--- src/rtl/multicycle_controller_if.sv ---
// Control bundle between the multicycle controller and the shared RISC-V datapath.
// The master side is the controller: it reads IR/flags/memory status and drives the datapath controls.
interface multicycle_controller_if;
   logic [31:0] Instr;
   logic        Zero;
   logic        mem_ready;
   logic        PCWrite;
   logic        IRWrite;
   logic        AdrSrc;
   logic        MemWrite;
   logic        RegWrite;
   logic [1:0]  ALUSrcA;
   logic [1:0]  ALUSrcB;
   logic [1:0]  ResultSrc;
   logic [1:0]  ImmSrc;
   logic [3:0]  ALU_Control;
   logic        illegal_instr;
   logic [3:0]  state_dbg;

   modport master (
      input  Instr, Zero, mem_ready,
      output PCWrite, IRWrite, AdrSrc, MemWrite, RegWrite,
             ALUSrcA, ALUSrcB, ResultSrc, ImmSrc, ALU_Control,
             illegal_instr, state_dbg
   );

   modport slave (
      output Instr, Zero, mem_ready,
      input  PCWrite, IRWrite, AdrSrc, MemWrite, RegWrite,
             ALUSrcA, ALUSrcB, ResultSrc, ImmSrc, ALU_Control,
             illegal_instr, state_dbg
   );
endinterface

--- src/rtl/multicycle_controller.sv ---
// Moore control FSM for the single-ALU / unified-memory RISC-V datapath.
// Write enables are gated by rst_n so nothing commits while reset is held.
module multicycle_controller #(
   parameter logic [3:0] RESET_STATE = 4'd0
) (
   input  logic                           clk,
   input  logic                           rst_n,
   multicycle_controller_if.master        bus
);

   typedef enum logic [3:0] {
      S_FETCH    = 4'd0,
      S_DECODE   = 4'd1,
      S_MEMADR   = 4'd2,
      S_MEMREAD  = 4'd3,
      S_MEMWB    = 4'd4,
      S_MEMWRITE = 4'd5,
      S_EXECUTER = 4'd6,
      S_ALUWB    = 4'd7,
      S_EXECUTEI = 4'd8,
      S_JAL      = 4'd9,
      S_BEQ      = 4'd10,
      S_TRAP     = 4'd11
   } state_t;

   localparam logic [6:0] OP_LW   = 7'b0000011;
   localparam logic [6:0] OP_SW   = 7'b0100011;
   localparam logic [6:0] OP_R    = 7'b0110011;
   localparam logic [6:0] OP_I    = 7'b0010011;
   localparam logic [6:0] OP_BEQ  = 7'b1100011;
   localparam logic [6:0] OP_JAL  = 7'b1101111;

   localparam logic [3:0] ALU_ADD = 4'b0000;
   localparam logic [3:0] ALU_SUB = 4'b0001;
   localparam logic [3:0] ALU_AND = 4'b0010;
   localparam logic [3:0] ALU_OR  = 4'b0011;
   localparam logic [3:0] ALU_XOR = 4'b0100;
   localparam logic [3:0] ALU_SLT = 4'b0101;

   state_t      state_q, state_d;
   logic [6:0]  opcode;
   logic [2:0]  funct3;
   logic [1:0]  alu_op;
   logic        pc_we, ir_we, mem_we, reg_we;
   logic        adr_src, illegal;
   logic [1:0]  src_a, src_b, res_src;
   logic [3:0]  alu_ctrl;
   logic [1:0]  imm_src;

   assign opcode = bus.Instr[6:0];
   assign funct3 = bus.Instr[14:12];

   always_ff @(posedge clk or negedge rst_n) begin
      if (!rst_n) state_q <= state_t'(RESET_STATE);
      else        state_q <= state_d;
   end

   always_comb begin
      state_d = state_q;
      pc_we   = 1'b0;
      ir_we   = 1'b0;
      mem_we  = 1'b0;
      reg_we  = 1'b0;
      adr_src = 1'b0;
      illegal = 1'b0;
      src_a   = 2'b00;
      src_b   = 2'b00;
      res_src = 2'b00;
      alu_op  = 2'b00;
      case (state_q)
         S_FETCH: begin
            src_b   = 2'b10;
            res_src = 2'b10;
            ir_we   = bus.mem_ready;
            pc_we   = bus.mem_ready;
            if (bus.mem_ready) state_d = S_DECODE;
         end
         S_DECODE: begin
            // Branch target is precomputed here from OldPC + imm into ALUOut
            src_a = 2'b01;
            src_b = 2'b01;
            case (opcode)
               OP_LW, OP_SW: state_d = S_MEMADR;
               OP_R:         state_d = S_EXECUTER;
               OP_I:         state_d = S_EXECUTEI;
               OP_BEQ:       state_d = S_BEQ;
               OP_JAL:       state_d = S_JAL;
               default:      state_d = S_TRAP;
            endcase
         end
         S_MEMADR: begin
            src_a   = 2'b10;
            src_b   = 2'b01;
            state_d = (opcode == OP_SW) ? S_MEMWRITE : S_MEMREAD;
         end
         S_MEMREAD: begin
            adr_src = 1'b1;
            if (bus.mem_ready) state_d = S_MEMWB;
         end
         S_MEMWB: begin
            res_src = 2'b01;
            reg_we  = 1'b1;
            state_d = S_FETCH;
         end
         S_MEMWRITE: begin
            adr_src = 1'b1;
            mem_we  = 1'b1;
            if (bus.mem_ready) state_d = S_FETCH;
         end
         S_EXECUTER: begin
            src_a   = 2'b10;
            alu_op  = 2'b10;
            state_d = S_ALUWB;
         end
         S_EXECUTEI: begin
            src_a   = 2'b10;
            src_b   = 2'b01;
            alu_op  = 2'b10;
            state_d = S_ALUWB;
         end
         S_ALUWB: begin
            reg_we  = 1'b1;
            state_d = S_FETCH;
         end
         S_JAL: begin
            src_a   = 2'b01;
            src_b   = 2'b10;
            pc_we   = 1'b1;
            state_d = S_ALUWB;
         end
         S_BEQ: begin
            src_a   = 2'b10;
            alu_op  = 2'b01;
            pc_we   = bus.Zero;
            state_d = S_FETCH;
         end
         S_TRAP: illegal = 1'b1;
         default: state_d = S_FETCH;
      endcase
   end

   always_comb begin
      alu_ctrl = ALU_ADD;
      case (alu_op)
         2'b01: alu_ctrl = ALU_SUB;
         2'b10: begin
            case (funct3)
               3'b000:  alu_ctrl = (bus.Instr[5] & bus.Instr[30]) ? ALU_SUB : ALU_ADD;
               3'b010:  alu_ctrl = ALU_SLT;
               3'b100:  alu_ctrl = ALU_XOR;
               3'b110:  alu_ctrl = ALU_OR;
               3'b111:  alu_ctrl = ALU_AND;
               default: alu_ctrl = ALU_ADD;
            endcase
         end
         default: alu_ctrl = ALU_ADD;
      endcase
   end

   always_comb begin
      case (opcode)
         OP_SW:   imm_src = 2'b01;
         OP_BEQ:  imm_src = 2'b10;
         OP_JAL:  imm_src = 2'b11;
         default: imm_src = 2'b00;
      endcase
   end

   assign bus.PCWrite       = pc_we  & rst_n;
   assign bus.IRWrite       = ir_we  & rst_n;
   assign bus.MemWrite      = mem_we & rst_n;
   assign bus.RegWrite      = reg_we & rst_n;
   assign bus.AdrSrc        = adr_src;
   assign bus.ALUSrcA       = src_a;
   assign bus.ALUSrcB       = src_b;
   assign bus.ResultSrc     = res_src;
   assign bus.ImmSrc        = imm_src;
   assign bus.ALU_Control   = alu_ctrl;
   assign bus.illegal_instr = illegal & rst_n;
   assign bus.state_dbg     = state_q;

endmodule

--- src/flat_wrapper.sv ---
// flat-port wrapper written by rule: the top's interface ports become plain ports
module multicycle_controller_flat 
#(
   parameter logic [3:0] RESET_STATE = 4'd0
)
  (clk, rst_n, bus_Instr, bus_Zero, bus_mem_ready, bus_PCWrite, bus_IRWrite, bus_AdrSrc, bus_MemWrite, bus_RegWrite, bus_ALUSrcA, bus_ALUSrcB, bus_ResultSrc, bus_ImmSrc, bus_ALU_Control, bus_illegal_instr, bus_state_dbg);
  multicycle_controller_if bus_i ();
  input  logic clk;
  input  logic rst_n;
  input wire logic [$bits(bus_i.Instr)-1:0] bus_Instr;
  input wire logic [$bits(bus_i.Zero)-1:0] bus_Zero;
  input wire logic [$bits(bus_i.mem_ready)-1:0] bus_mem_ready;
  output wire logic [$bits(bus_i.PCWrite)-1:0] bus_PCWrite;
  output wire logic [$bits(bus_i.IRWrite)-1:0] bus_IRWrite;
  output wire logic [$bits(bus_i.AdrSrc)-1:0] bus_AdrSrc;
  output wire logic [$bits(bus_i.MemWrite)-1:0] bus_MemWrite;
  output wire logic [$bits(bus_i.RegWrite)-1:0] bus_RegWrite;
  output wire logic [$bits(bus_i.ALUSrcA)-1:0] bus_ALUSrcA;
  output wire logic [$bits(bus_i.ALUSrcB)-1:0] bus_ALUSrcB;
  output wire logic [$bits(bus_i.ResultSrc)-1:0] bus_ResultSrc;
  output wire logic [$bits(bus_i.ImmSrc)-1:0] bus_ImmSrc;
  output wire logic [$bits(bus_i.ALU_Control)-1:0] bus_ALU_Control;
  output wire logic [$bits(bus_i.illegal_instr)-1:0] bus_illegal_instr;
  output wire logic [$bits(bus_i.state_dbg)-1:0] bus_state_dbg;
  assign bus_i.Instr = bus_Instr;
  assign bus_i.Zero = bus_Zero;
  assign bus_i.mem_ready = bus_mem_ready;
  assign bus_PCWrite = bus_i.PCWrite;
  assign bus_IRWrite = bus_i.IRWrite;
  assign bus_AdrSrc = bus_i.AdrSrc;
  assign bus_MemWrite = bus_i.MemWrite;
  assign bus_RegWrite = bus_i.RegWrite;
  assign bus_ALUSrcA = bus_i.ALUSrcA;
  assign bus_ALUSrcB = bus_i.ALUSrcB;
  assign bus_ResultSrc = bus_i.ResultSrc;
  assign bus_ImmSrc = bus_i.ImmSrc;
  assign bus_ALU_Control = bus_i.ALU_Control;
  assign bus_illegal_instr = bus_i.illegal_instr;
  assign bus_state_dbg = bus_i.state_dbg;
  multicycle_controller #(.RESET_STATE(RESET_STATE)) u_core (.clk(clk), .rst_n(rst_n), .bus(bus_i));
endmodule
--- config.mk ---
export PLATFORM = sky130hd
export DESIGN_NAME = multicycle_controller_flat
export DESIGN_NICKNAME = d
export VERILOG_FILES = /design/src/rtl/multicycle_controller_if.sv /design/src/rtl/multicycle_controller.sv /design/src/flat_wrapper.sv
export SDC_FILE = /design/constraint.sdc
export NUM_CORES = 1
export LEC_CHECK = 0
export ABC_CLOCK_PERIOD_IN_PS = 2200
export CORE_UTILIZATION = 33
export CTS_CLUSTER_SIZE = 10
export DETAILED_ROUTE_END_ITERATION = 10
export PLACE_DENSITY_LB_ADDON = 0.2
export RECOVER_POWER = 100
export SLEW_MARGIN = 20
export SYNTH_ARGS = -nofsm -noshare
export SYNTH_HDL_FRONTEND = slang
export SYNTH_SLANG_ARGS = --single-unit
--- constraint.sdc ---
create_clock -name clk -period 2.2 [get_ports clk]
set_input_delay 0.33 -clock clk [delete_from_list [all_inputs] [get_ports clk]]
set_output_delay 0.33 -clock clk [all_outputs]
set_load 0.005 [all_outputs]
==> results.txt <==
----------------------------------------------------
[Layout]
  Net count, final ... 192
  Fillers ... 200
  Final design instance area without fill ... 1320 um^2
  Area Overhead vs Synth ... 75.5%
  Share of post-route cells with drive strength above 1 ... 0.276
  Most used cells in the layout excluding fill and tap cells ... sky130_fd_sc_hd__clkdlybuf4s50_1, sky130_fd_sc_hd__buf_4, sky130_fd_sc_hd__nor2_1, sky130_fd_sc_hd__a21oi_1
  Most frequent standard cell in the layout excluding fill and tap cells ... sky130_fd_sc_hd__clkdlybuf4s50_1
  Antenna diodes ... 0
  Number of flip-flops in the largest register ... 4
  Final Core Density ... 0.646

[Synth]
  Main synth FF type ... sky130_fd_sc_hd__dfrtp_1
  Average size of a mapped cell ... 7.52 um^2
  Sequential share of the synthesized area ... 0.133
  Net count after synthesis ... 138
  Ys Warns ... 0
  Post-synth design cell area ... 752 um^2
  Unique masters post-synth ... 49
  #FFs+latches synth ... 4
  FFs w/ async S/R, synth ... 1.00
  Synthesized netlist cell count ... 100
  Number of flops mapped to enable cells by yosys ... 0

[Route]
  Total wire length after detailed routing ... 2330 um
  Wirelength per Cell ... 13.0 um
  Post-DR vias/cell ... 5.26
  Number of DRC violations after detailed routing ... 0
  Iteration count of the initial detailed-routing pass ... 4
  Violation count after the first detailed-routing iteration ... 18
  Via count of the routed design ... 942
  Count of nets left with antenna violations after detail routing ... 0

[GRT]
  GRT Total Usage ... 0.198
  Vias in the first global route ... 845
  Largest net degree at the start of global routing ... 18
  Global-route congestion overflow total ... 0
  Number of antenna violations at the first check in global routing ... 0
  Wire length of the first global-routing pass ... 3710 um

[STA]
  Final setup viols ... 0
  Final number of max-transition violations ... 0
  Max frequency ... 0.460 GHz
  Post-Route Hold Slack ... 0.571 ns
  Setup repair after global routing missed its margin ... true
  Final period util ... 0.988
  Worst Clk Skew ... 0.00603 ns
  Fin Setup TNS ... 0 ns
  Endpoints failing hold ... 0
  Final worst path period need ... 2.17 ns

[Placement]
  Final HPWL DP ... 1650 um
  RePlAce Congestion ... 0.893
  Post-place instance area ... 1190 um^2
  Number of port buffers ... 35

[Floorplanning]
  Starting density of the core ... 0.368
  Num ports ... 58
  Overall die height ... 49.7 um
  Die X-Extent ... 49.7 um
  Floorplan row count ... 16
  Core Footprint ... 2040 um^2
  Area enclosed by the die boundary ... 2470 um^2

[Hold path]
  Classification of the worst-slack hold path ... in -> async

[Critical path]
  Kind of launch point of the worst setup path ... register
  Critical path data required time ... 1.87 ns
  Worst setup EP type ... output pin
  Critical path fanouts, max ... 3
  Crit path arrival time ... 1.84 ns
  Worst setup path class ... reg -> out

[Clocking]
  Post-CTS Hold Fix Bufs ... 0
  Clock input transition at the sequential cells of the worst setup and hold paths ... 0.04 ns
  Clock tree from TritonCTS ... yes
  Clock Path Buffers ... 2
  Root buffer cell ... sky130_fd_sc_hd__clkbuf_4
  Num CTS Buffers ... 3
  Clk sinks ... 4
  H-tree level count ... 1
  Clock network latency to the later pin of the worst-skew pair ... 0.24 ns

[Pwr]
  Worst vdd ir ... 0.622 mV
  Power per standard cell area ... 1080 nW/um^2
  Static Leakage ... 0.562 nW
  Overall power ... 1.43 mW

[Run]
  Number of max-capacitance violations reported ... 0

[Run status]
  Run status ... complete, no violations

----------------------------------------------------
==> per-layer routing <==
layer | GRT usage | share of wire
met1 | 0.234 | 0.42
met2 | 0.358 | 0.50
met3 | 0.0185 | 0.058
met4 | 0.0857 | 0.022
met5 | 0 | 0
==> critical path, stage by stage (launching register included) <==
cell,delay [ns]
sky130_fd_sc_hd__dfrtp_1,0.42
sky130_fd_sc_hd__and2b_2,0.26
sky130_fd_sc_hd__a21oi_2,0.06
sky130_fd_sc_hd__or2_1,0.26
sky130_fd_sc_hd__ha_4,0.22
sky130_fd_sc_hd__nor4b_2,0.23
sky130_fd_sc_hd__buf_2,0.15
==> where the power goes <==
group	total (mW)	internal [mW]	leakage, nW	switching [mW]
combinational	1.19	0.660	0.499	0.526
clock	0.0953	0.0613	0.0138	0.0340
sequential	0.149	0.109	0.0492	0.0396
total	1.43	0.831	0.562	0.599
==> through the flow <==
stage | setup slack, ns | cells
floorplan | 0.230 | 100
global placement | -0.151 | 170
detailed placement | -0.194 | 170
CTS | 0.00904 | 179
global route | -0.0331 | 179
finish | 0.0270 | 179
==> repair_timing <==
action | 4_1_cts | 5_1_grt
gates resized for setup | 14 | 11
setup endpoints to repair | 5 | 5
pin swaps | 3 | 2
buffers inserted | 6 | 0
==> cell type report <==
cell class                      count  area [um^2]  share of cell area
Multi-Input combinational cell     83          629               0.477
Timing Repair Buffer               57          515               0.391
Sequential cell                     4          100              0.0758
Tap cell                           27         33.8              0.0256
Clock buffer                        3         22.5              0.0171
Inverter                            5         18.8              0.0142
==> synth_stat cells, types with 2 or more instances <==
master	count	area (um^2)
sky130_fd_sc_hd__o21ai_0	2	10.0
sky130_fd_sc_hd__a21oi_1	9	45.0
sky130_fd_sc_hd__nor3b_1	2	15.0
sky130_fd_sc_hd__ha_1	2	25.0
sky130_fd_sc_hd__xnor2_1	3	26.3
sky130_fd_sc_hd__nand3_1	4	20.0
sky130_fd_sc_hd__nand2b_1	8	50.1
sky130_fd_sc_hd__dfrtp_1	4	100
sky130_fd_sc_hd__buf_2	2	10.0
sky130_fd_sc_hd__buf_6	4	45.0
sky130_fd_sc_hd__nand2_1	4	15.0
sky130_fd_sc_hd__buf_4	2	15.0
sky130_fd_sc_hd__nor2_1	11	41.3
sky130_fd_sc_hd__o22a_1	2	17.5
sky130_fd_sc_hd__and4_1	2	17.5
sky130_fd_sc_hd__a41oi_1	2	17.5
sky130_fd_sc_hd__inv_1	5	18.8
==> cells by family (layout without fill, tap and decap cells) <==
group / count (synthesis) / in the layout / synth area share
AO/OA/AOI/OAI: 27 / 27 / 0.251
flip-flops: 4 / 4 / 0.133
AND/OR/NAND/NOR: 49 / 49 / 0.413
other: 1 / 1 / 0.00499
XOR/XNOR: 4 / 4 / 0.0466
adder cells (fa/ha/maj): 2 / 2 / 0.0333
buffers and inverters: 13 / 65 / 0.118
==> final timing paths <==
kind | start | end | slack [ns] | depth (start not counted)
hold / removal | rst_n | u_core.bus.state_dbg[1]$_DFFE_PN0P_ | 0.57 | 2
max in group asynchronous | rst_n | u_core.bus.state_dbg[2]$_DFFE_PN0P_ | 1.45 | 2
setup reg to reg | u_core.bus.state_dbg[3]$_DFFE_PN0P_ | u_core.bus.state_dbg[2]$_DFFE_PN0P_ | 0.65 | 7
min in group clk | u_core.bus.state_dbg[2]$_DFFE_PN0P_ | u_core.bus.state_dbg[3]$_DFFE_PN0P_ | 0.73 | 2
hold reg to reg | u_core.bus.state_dbg[2]$_DFFE_PN0P_ | u_core.bus.state_dbg[3]$_DFFE_PN0P_ | 0.73 | 2
setup / recovery | u_core.bus.state_dbg[3]$_DFFE_PN0P_ | bus_ALU_Control[2] | 0.03 | 6
Power figures use the tool's default switching activity.
